## config.mk

```make
export PLATFORM = sky130hd
export DESIGN_NAME = scan_scheduler
export DESIGN_NICKNAME = d
export VERILOG_FILES = /design/src/rtl/scan_pkg.sv /design/src/rtl/scan_channel_fsm.sv /design/src/rtl/scan_scheduler.sv
export SDC_FILE = /design/constraint.sdc
export NUM_CORES = 1
export LEC_CHECK = 0
export CAP_MARGIN = 40
export CORE_MARGIN = 5
export CORE_UTILIZATION = 47
export CTS_CLUSTER_SIZE = 16
export DETAILED_ROUTE_END_ITERATION = 12
export GPL_TIMING_DRIVEN = 0
export PLACE_DENSITY_LB_ADDON = 0.12
export SYNTH_ARGS = -nofsm -noshare
export SYNTH_HDL_FRONTEND = slang
export SYNTH_SLANG_ARGS = --single-unit
```

## constraint.sdc

```tcl
create_clock -name i_clk -period 2.1 [get_ports i_clk]
set_input_delay 0.63 -clock i_clk [delete_from_list [all_inputs] [get_ports i_clk]]
set_output_delay 0.63 -clock i_clk [all_outputs]
set_load 0.1 [all_outputs]
```

## src/rtl/scan_pkg.sv

```systemverilog
// Shared types and constants for the two-channel scan scheduler.
package scan_pkg;

    localparam int unsigned StateW = 3;
    localparam int unsigned NumCh  = 2;

    typedef enum logic [StateW-1:0] {
        StOff   = 3'd0,
        StPwrup = 3'd1,
        StReady = 3'd2,
        StScan  = 3'd3,
        StXwait = 3'd4,
        StXfer  = 3'd5,
        StFlush = 3'd6
    } ch_state_e;

endpackage

```

## src/rtl/scan_channel_fsm.sv

```systemverilog
// One scanner channel: state register, power-up counter, pending-go latch and
// rising-edge detection of the peer channel's level80/level90 flags.
module scan_channel_fsm
    import scan_pkg::*;
#(
    parameter int unsigned PWR_CYCLES = 4
) (
    input  logic      i_clk,
    input  logic      i_rst_n,
    input  logic      i_run,
    input  logic      i_start,
    input  logic      i_peer_l80,
    input  logic      i_peer_l90,
    input  logic      i_l100,
    input  logic      i_grant,
    input  logic      i_xfer_end,
    output ch_state_e o_state,
    output logic      o_power,
    output logic      o_scan,
    output logic      o_xwait,
    output logic      o_xfer,
    output logic      o_flush
);

    localparam int unsigned CntW = (PWR_CYCLES > 1) ? $clog2(PWR_CYCLES) : 1;

    ch_state_e       r_state;
    ch_state_e       w_state_d;
    logic [CntW-1:0] r_cnt;
    logic [CntW-1:0] w_cnt_d;
    logic            r_go;
    logic            w_go_d;
    logic            r_l80_prev;
    logic            r_l90_prev;

    logic w_l80_rise;
    logic w_l90_rise;
    logic w_wake;
    logic w_pwr_done;

    assign w_l80_rise = i_peer_l80 & ~r_l80_prev;
    assign w_l90_rise = i_peer_l90 & ~r_l90_prev;
    // i_start is only ever driven for channel 0, already qualified by the top level.
    assign w_wake     = i_start | (i_run & w_l80_rise);
    assign w_pwr_done = (r_cnt == CntW'(PWR_CYCLES - 1));

    always_ff @(posedge i_clk or negedge i_rst_n) begin
        if (!i_rst_n) begin
            r_state    <= StOff;
            r_cnt      <= '0;
            r_go       <= 1'b0;
            r_l80_prev <= 1'b0;
            r_l90_prev <= 1'b0;
        end else begin
            r_state    <= w_state_d;
            r_cnt      <= w_cnt_d;
            r_go       <= w_go_d;
            r_l80_prev <= i_peer_l80;
            r_l90_prev <= i_peer_l90;
        end
    end

    always_comb begin
        w_state_d = r_state;
        w_cnt_d   = r_cnt;
        w_go_d    = r_go;
        case (r_state)
            StOff: begin
                if (w_wake) begin
                    w_state_d = StPwrup;
                    w_cnt_d   = '0;
                    w_go_d    = i_start;
                end
            end
            StPwrup: begin
                if (w_pwr_done) begin
                    if (r_go | w_l90_rise) begin
                        w_state_d = StScan;
                        w_go_d    = 1'b0;
                    end else begin
                        w_state_d = StReady;
                    end
                end else begin
                    w_cnt_d = r_cnt + 1'b1;
                    w_go_d  = r_go | w_l90_rise;
                end
            end
            StReady: begin
                if (r_go | w_l90_rise) begin
                    w_state_d = StScan;
                    w_go_d    = 1'b0;
                end else if (!i_run) begin
                    w_state_d = StOff;
                end
            end
            StScan: begin
                if (i_l100) w_state_d = StXwait;
            end
            StXwait: begin
                if (i_grant) w_state_d = StXfer;
            end
            StXfer: begin
                if (i_xfer_end) w_state_d = StFlush;
            end
            StFlush: begin
                w_state_d = StOff;
                w_go_d    = 1'b0;
            end
            default: begin
                w_state_d = StOff;
                w_go_d    = 1'b0;
            end
        endcase
    end

    always_comb begin
        o_state = r_state;
        o_power = (r_state != StOff);
        o_scan  = (r_state == StScan);
        o_xwait = (r_state == StXwait);
        o_xfer  = (r_state == StXfer);
        o_flush = (r_state == StFlush);
    end

endmodule

```

## src/rtl/scan_scheduler.sv

```systemverilog
// Two-channel scan sequencer: run flag, upload-link arbiter and XFER mux.
// Optional upload watchdog is built when SCAN_WATCHDOG_EN is defined.
module scan_scheduler
    import scan_pkg::*;
#(
    parameter int unsigned PWR_CYCLES = 4
`ifdef SCAN_WATCHDOG_EN
    ,
    parameter int unsigned XFER_TIMEOUT = 64
`endif
) (
    input  logic                    i_clk,
    input  logic                    i_rst_n,
    input  logic                    i_start,
    input  logic                    i_stop,
    input  logic [NumCh-1:0]        i_level80,
    input  logic [NumCh-1:0]        i_level90,
    input  logic [NumCh-1:0]        i_level100,
    input  logic                    i_xfer_done,
    output logic [NumCh-1:0]        o_power_en,
    output logic [NumCh-1:0]        o_scan_en,
    output logic                    o_xfer_active,
    output logic                    o_xfer_sel,
    output logic [NumCh-1:0]        o_flush,
    output logic [NumCh*StateW-1:0] o_ch_state,
    output logic                    o_xfer_err
);

    logic r_run;
    logic r_last;
    logic r_xfer_sel;

    ch_state_e        w_state [NumCh];
    logic [NumCh-1:0] w_power;
    logic [NumCh-1:0] w_scan;
    logic [NumCh-1:0] w_xwait;
    logic [NumCh-1:0] w_xfer;
    logic [NumCh-1:0] w_flush;
    logic [NumCh-1:0] w_grant;
    logic             w_link_busy;
    logic             w_start_ok;
    logic             w_xfer_end;

    // stop dominates a coincident start
    assign w_start_ok  = i_start & ~i_stop & ~|w_power;
    assign w_link_busy = |w_xfer;

    always_comb begin
        w_grant = '0;
        if (!w_link_busy) begin
            if (&w_xwait) begin
                w_grant = r_last ? 2'b01 : 2'b10;
            end else begin
                w_grant = w_xwait;
            end
        end
    end

    always_ff @(posedge i_clk or negedge i_rst_n) begin
        if (!i_rst_n) begin
            r_run      <= 1'b0;
            r_last     <= 1'b1;
            r_xfer_sel <= 1'b0;
        end else begin
            if (i_stop) begin
                r_run <= 1'b0;
            end else if (w_start_ok) begin
                r_run <= 1'b1;
            end
            if (|w_grant) begin
                r_last     <= w_grant[1];
                r_xfer_sel <= w_grant[1];
            end
        end
    end

`ifdef SCAN_WATCHDOG_EN
    localparam int unsigned WdW = (XFER_TIMEOUT > 1) ? $clog2(XFER_TIMEOUT) : 1;

    logic [WdW-1:0] r_wd_cnt;
    logic           r_xfer_err;
    logic           w_wd_expire;

    assign w_wd_expire = w_link_busy & ~i_xfer_done & (r_wd_cnt == WdW'(XFER_TIMEOUT - 1));

    // Link is always idle for at least one cycle between uploads, which re-arms the count.
    always_ff @(posedge i_clk or negedge i_rst_n) begin
        if (!i_rst_n) begin
            r_wd_cnt   <= '0;
            r_xfer_err <= 1'b0;
        end else begin
            if (!w_link_busy) begin
                r_wd_cnt <= '0;
            end else if (!w_wd_expire) begin
                r_wd_cnt <= r_wd_cnt + 1'b1;
            end
            if (w_wd_expire) r_xfer_err <= 1'b1;
        end
    end

    assign w_xfer_end = i_xfer_done | w_wd_expire;
    assign o_xfer_err = r_xfer_err;
`else
    assign w_xfer_end = i_xfer_done;
    assign o_xfer_err = 1'b0;
`endif

    scan_channel_fsm #(
        .PWR_CYCLES (PWR_CYCLES)
    ) u_ch0 (
        .i_clk      (i_clk),
        .i_rst_n    (i_rst_n),
        .i_run      (r_run),
        .i_start    (w_start_ok),
        .i_peer_l80 (i_level80[1]),
        .i_peer_l90 (i_level90[1]),
        .i_l100     (i_level100[0]),
        .i_grant    (w_grant[0]),
        .i_xfer_end (w_xfer_end),
        .o_state    (w_state[0]),
        .o_power    (w_power[0]),
        .o_scan     (w_scan[0]),
        .o_xwait    (w_xwait[0]),
        .o_xfer     (w_xfer[0]),
        .o_flush    (w_flush[0])
    );

    scan_channel_fsm #(
        .PWR_CYCLES (PWR_CYCLES)
    ) u_ch1 (
        .i_clk      (i_clk),
        .i_rst_n    (i_rst_n),
        .i_run      (r_run),
        .i_start    (1'b0),
        .i_peer_l80 (i_level80[0]),
        .i_peer_l90 (i_level90[0]),
        .i_l100     (i_level100[1]),
        .i_grant    (w_grant[1]),
        .i_xfer_end (w_xfer_end),
        .o_state    (w_state[1]),
        .o_power    (w_power[1]),
        .o_scan     (w_scan[1]),
        .o_xwait    (w_xwait[1]),
        .o_xfer     (w_xfer[1]),
        .o_flush    (w_flush[1])
    );

    assign o_power_en    = w_power;
    assign o_scan_en     = w_scan;
    assign o_flush       = w_flush;
    assign o_xfer_active = w_link_busy;
    assign o_xfer_sel    = r_xfer_sel;
    assign o_ch_state    = {w_state[1], w_state[0]};

endmodule
```

==> flow_summary.ini <==
[timing]
tns_ns = -0.140
period_share = 1.03
hold_viol = 0
drv_slew = 0
skew_ns = 0.0113
rsz0062_at_grt = true
worst_pin_slew_ns = 0.506
setup_slack_ns = -0.0530
period_needed_ns = 2.15
max_freq_ghz = 0.464
slew_headroom = 0.661
setup_viol = 3

[floorplan]
std_cell_rows = 17
pin_count = 26
die-width_um = 59.1
core_region_area_sq_um = 2250
start_util = 0.503
die_height_um = 59.1
fp.dieArea_sq_um = 3500

[synth]
syn_area_per_cell_sq_um = 9.23
synth_xor_area_frac = 0
synth_edf_count = 0
synthArstFlopShare = 1.00
synth.distinct_cells = 45
yosys.area_share.simple = 0.195
yosys_warnings = 0
synth-compound-area-share = 0.227
synth.mux.area_fraction = 0.0287
syn_inst = 123
synth_ff_type = dfrtp_1
syn-num-nets = 136
ys_seq_elements = 19
synth_top_family_by_area = compound AO/OA/AOI/OAI gates
yosys.area_share.adder = 0.0221
syn-cell-area_sq_um = 1130
ys_seq_area_frac = 0.420

[critical_path]
worstRegToRegCells = 9
crit_start = u_ch0.o_state[0]
regToRegEndpoint = u_ch0.r_cnt[1]
rr_startpoint = u_ch1.o_state[1]
r2r_slack_ns = 0.22
crit_chain = buf_8, or3_4, buf_12
cp_data_required_time_ns = 1.47
endpoint_kind = output pin
start_kind = flip-flop
crit_end = o_power_en[0]
critPathArrivalTime_ns = 1.52
crit_type = flip-flop to output pin
cp_max_fo = 5
slowest_delay_ns = 0.51
crit_path_top_delay_cell = dfrtp_4

[cts]
cts.reportedPaths.clkPinSlew_ns = 0.12
clock_path_buffers = 2
cts_root_buf = clkbuf_4
cts_tree = built
cts-htree-levels = 1
cts_buffers = 3
hold_buffers = 0
clock_sink_count = 19
clk_latency_ns = 0.30

[drt]
vias = 1195
wire_per_inst_um = 18.2
dr.first_iter.drc_count = 61
drt_first_pass_iters = 5
avgViaCountPerCell = 5.98
wirelength_um = 3630
drc_errors = 0
ant_nets = 0

[layout]
diodes = 0
layout-drive-gt1-share = 0.401
fillers = 128
syn_to_final_growth_pct = 67.6
register_area_sq_um = 499
fin_cells = 200
nets = 186
multi_input_area_sq_um = 597

[global_routing]
grt_pass1_vias = 1207
grt_pass1_wl_um = 5600
grt_max_degree = 12
grt_antenna_before_repair = 0
grt_overflow = 0
grt_use_total = 0.212

[place]
gp_congestion = 0.906
place_ws_ns = -0.356
port_buffers = 24
dp_cells = 190
place_hpwl_um = 2280

[worst_hold_path]
min_path_type = flip-flop to flip-flop
min-delay-start = r_last

[power_and_ir_drop]
ir_drop_v = 0.00151
p_leak_nw = 0.829
p_per_area_nw_per_um2 = 1820

[flow_run]
max_cap_violations = 0

[run_status]
outcome = complete, but fails checks
violations = negative setup slack
-- logic make-up (layout without fill, tap and decap cells) --
family | count (synthesis) | after routing
AOI/OAI and AO/OA | 40 | 40
DFF | 19 | 19
adders and majority gates | 2 | 2
muxes | 3 | 3
and+or+nand+nor | 36 | 36
other | 1 | 1
buffers and inverters | 22 | 71
-- worst min-delay path by stage --
stage | to | cells after the start
final | r_last | 2
after global placement | r_last | 2
after floorplan | o_xfer_sel | 0
after global routing | u_ch1.r_cnt[1] | 1
after detailed placement | r_last | 2
after CTS | r_last | 2
-- stage by stage --
| step | area [sq um] | power, W | hold slack (ns) | util |
|---|---|---|---|---|
| after floorplan | 1200 | 0.00215 | 0.334 | - |
| after global placement | 1470 | 0.00249 | 0.482 | 0.654 |
| after detailed placement | 1700 | 0.00287 | 0.499 | 0.752 |
| after CTS | 1880 | 0.00336 | 0.519 | 0.834 |
| after global routing | 1900 | 0.00364 | 0.568 | 0.844 |
| final | 1900 | 0.00346 | 0.540 | 0.844 |
-- layout make-up --
cell class	instances	share of cell area
Multi-Input combinational cell	82	0.314
Timing Repair Buffer	50	0.320
Inverter	9	0.0276
Clock inverter	1	0.00263
Clock buffer	3	0.0118
Sequential cell	19	0.263
Buffer	8	0.0434
Tap cell	28	0.0184
-- timing repair --
action,CTS,global route
pin swaps,4,5
buffers inserted,16,4
gates resized for setup,33,12
setup endpoints to repair,11,13
-- report_power, final --
group	internal, W	total, W	switching [W]
registers	0.000529	0.000680	0.000152
logic	0.00111	0.00258	0.00148
clock network	0.0000708	0.000193	0.000122
total	0.00171	0.00346	0.00175
-- synthesized netlist by cell type (2+ instances only) --
library cell / number / share of area
or3_1: 2 / 0.011
ha_1: 2 / 0.022
buf_2: 4 / 0.018
a31oi_1: 4 / 0.022
nand2_1: 10 / 0.033
and3_1: 2 / 0.011
nand2b_1: 2 / 0.011
buf_4: 8 / 0.053
o21ai_0: 4 / 0.018
o22ai_1: 4 / 0.022
nor2b_1: 3 / 0.017
inv_1: 6 / 0.020
o311ai_1: 2 / 0.015
a22o_1: 2 / 0.015
a21oi_1: 9 / 0.040
nor3_1: 2 / 0.0088
dfrtp_1: 18 / 0.40
o21ai_1: 7 / 0.031
nor2_1: 3 / 0.0099
inv_2: 3 / 0.0099
mux2_2: 2 / 0.020
-- layout by cell type (no fill, tap or decap), drive strengths merged, types with 2 or more instances in the layout --
master,netlist,routed
buf,12,41
dfrtp,18,18
clkdlybuf4s50,0,11
o21ai,11,11
nand2,10,10
a21oi,9,9
inv,9,7
a31oi,4,4
dlygate4sd2,0,4
o22ai,4,4
nor2b,3,3
clkbuf,1,3
nor3,3,3
o311ai,3,3
nor2,3,3
nand2b,2,2
and3,2,2
a22o,2,2
mux2,2,2
ha,2,2
dlymetal6s2s,0,2
clkinv,0,2
or3,2,2
nor3b,2,2
or2,2,2
nor4,2,2
-- flip-flops by register name (all words and copies together) (netlist names), 2 cells and up --
name,flops
u_ch0.r_cnt,2
u_ch0.o_state,3
u_ch1.o_state,3
u_ch1.r_cnt,2
-- routing by layer --
metal | GRT usage | vias up | wire length [um] | part of all wire
li1 | - | 543 | - | -
met1 | 0.256 | 578 | 1380 | 0.38
met2 | 0.391 | 62 | 1970 | 0.54
met3 | 0.0305 | 12 | 200 | 0.055
met4 | 0.0518 | 0 | 80 | 0.022
met5 | 0 | - | 0 | 0
-- worst max-delay path, delay by kind of cell, from the launching register on --
family / cells / cell delay (ns)
AND/OR/NAND/NOR: 1 / 0.40
buffers and inverters: 2 / 0.32
flip-flops: 1 / 0.51
Note: power is estimated with default switching activity, not from simulation.
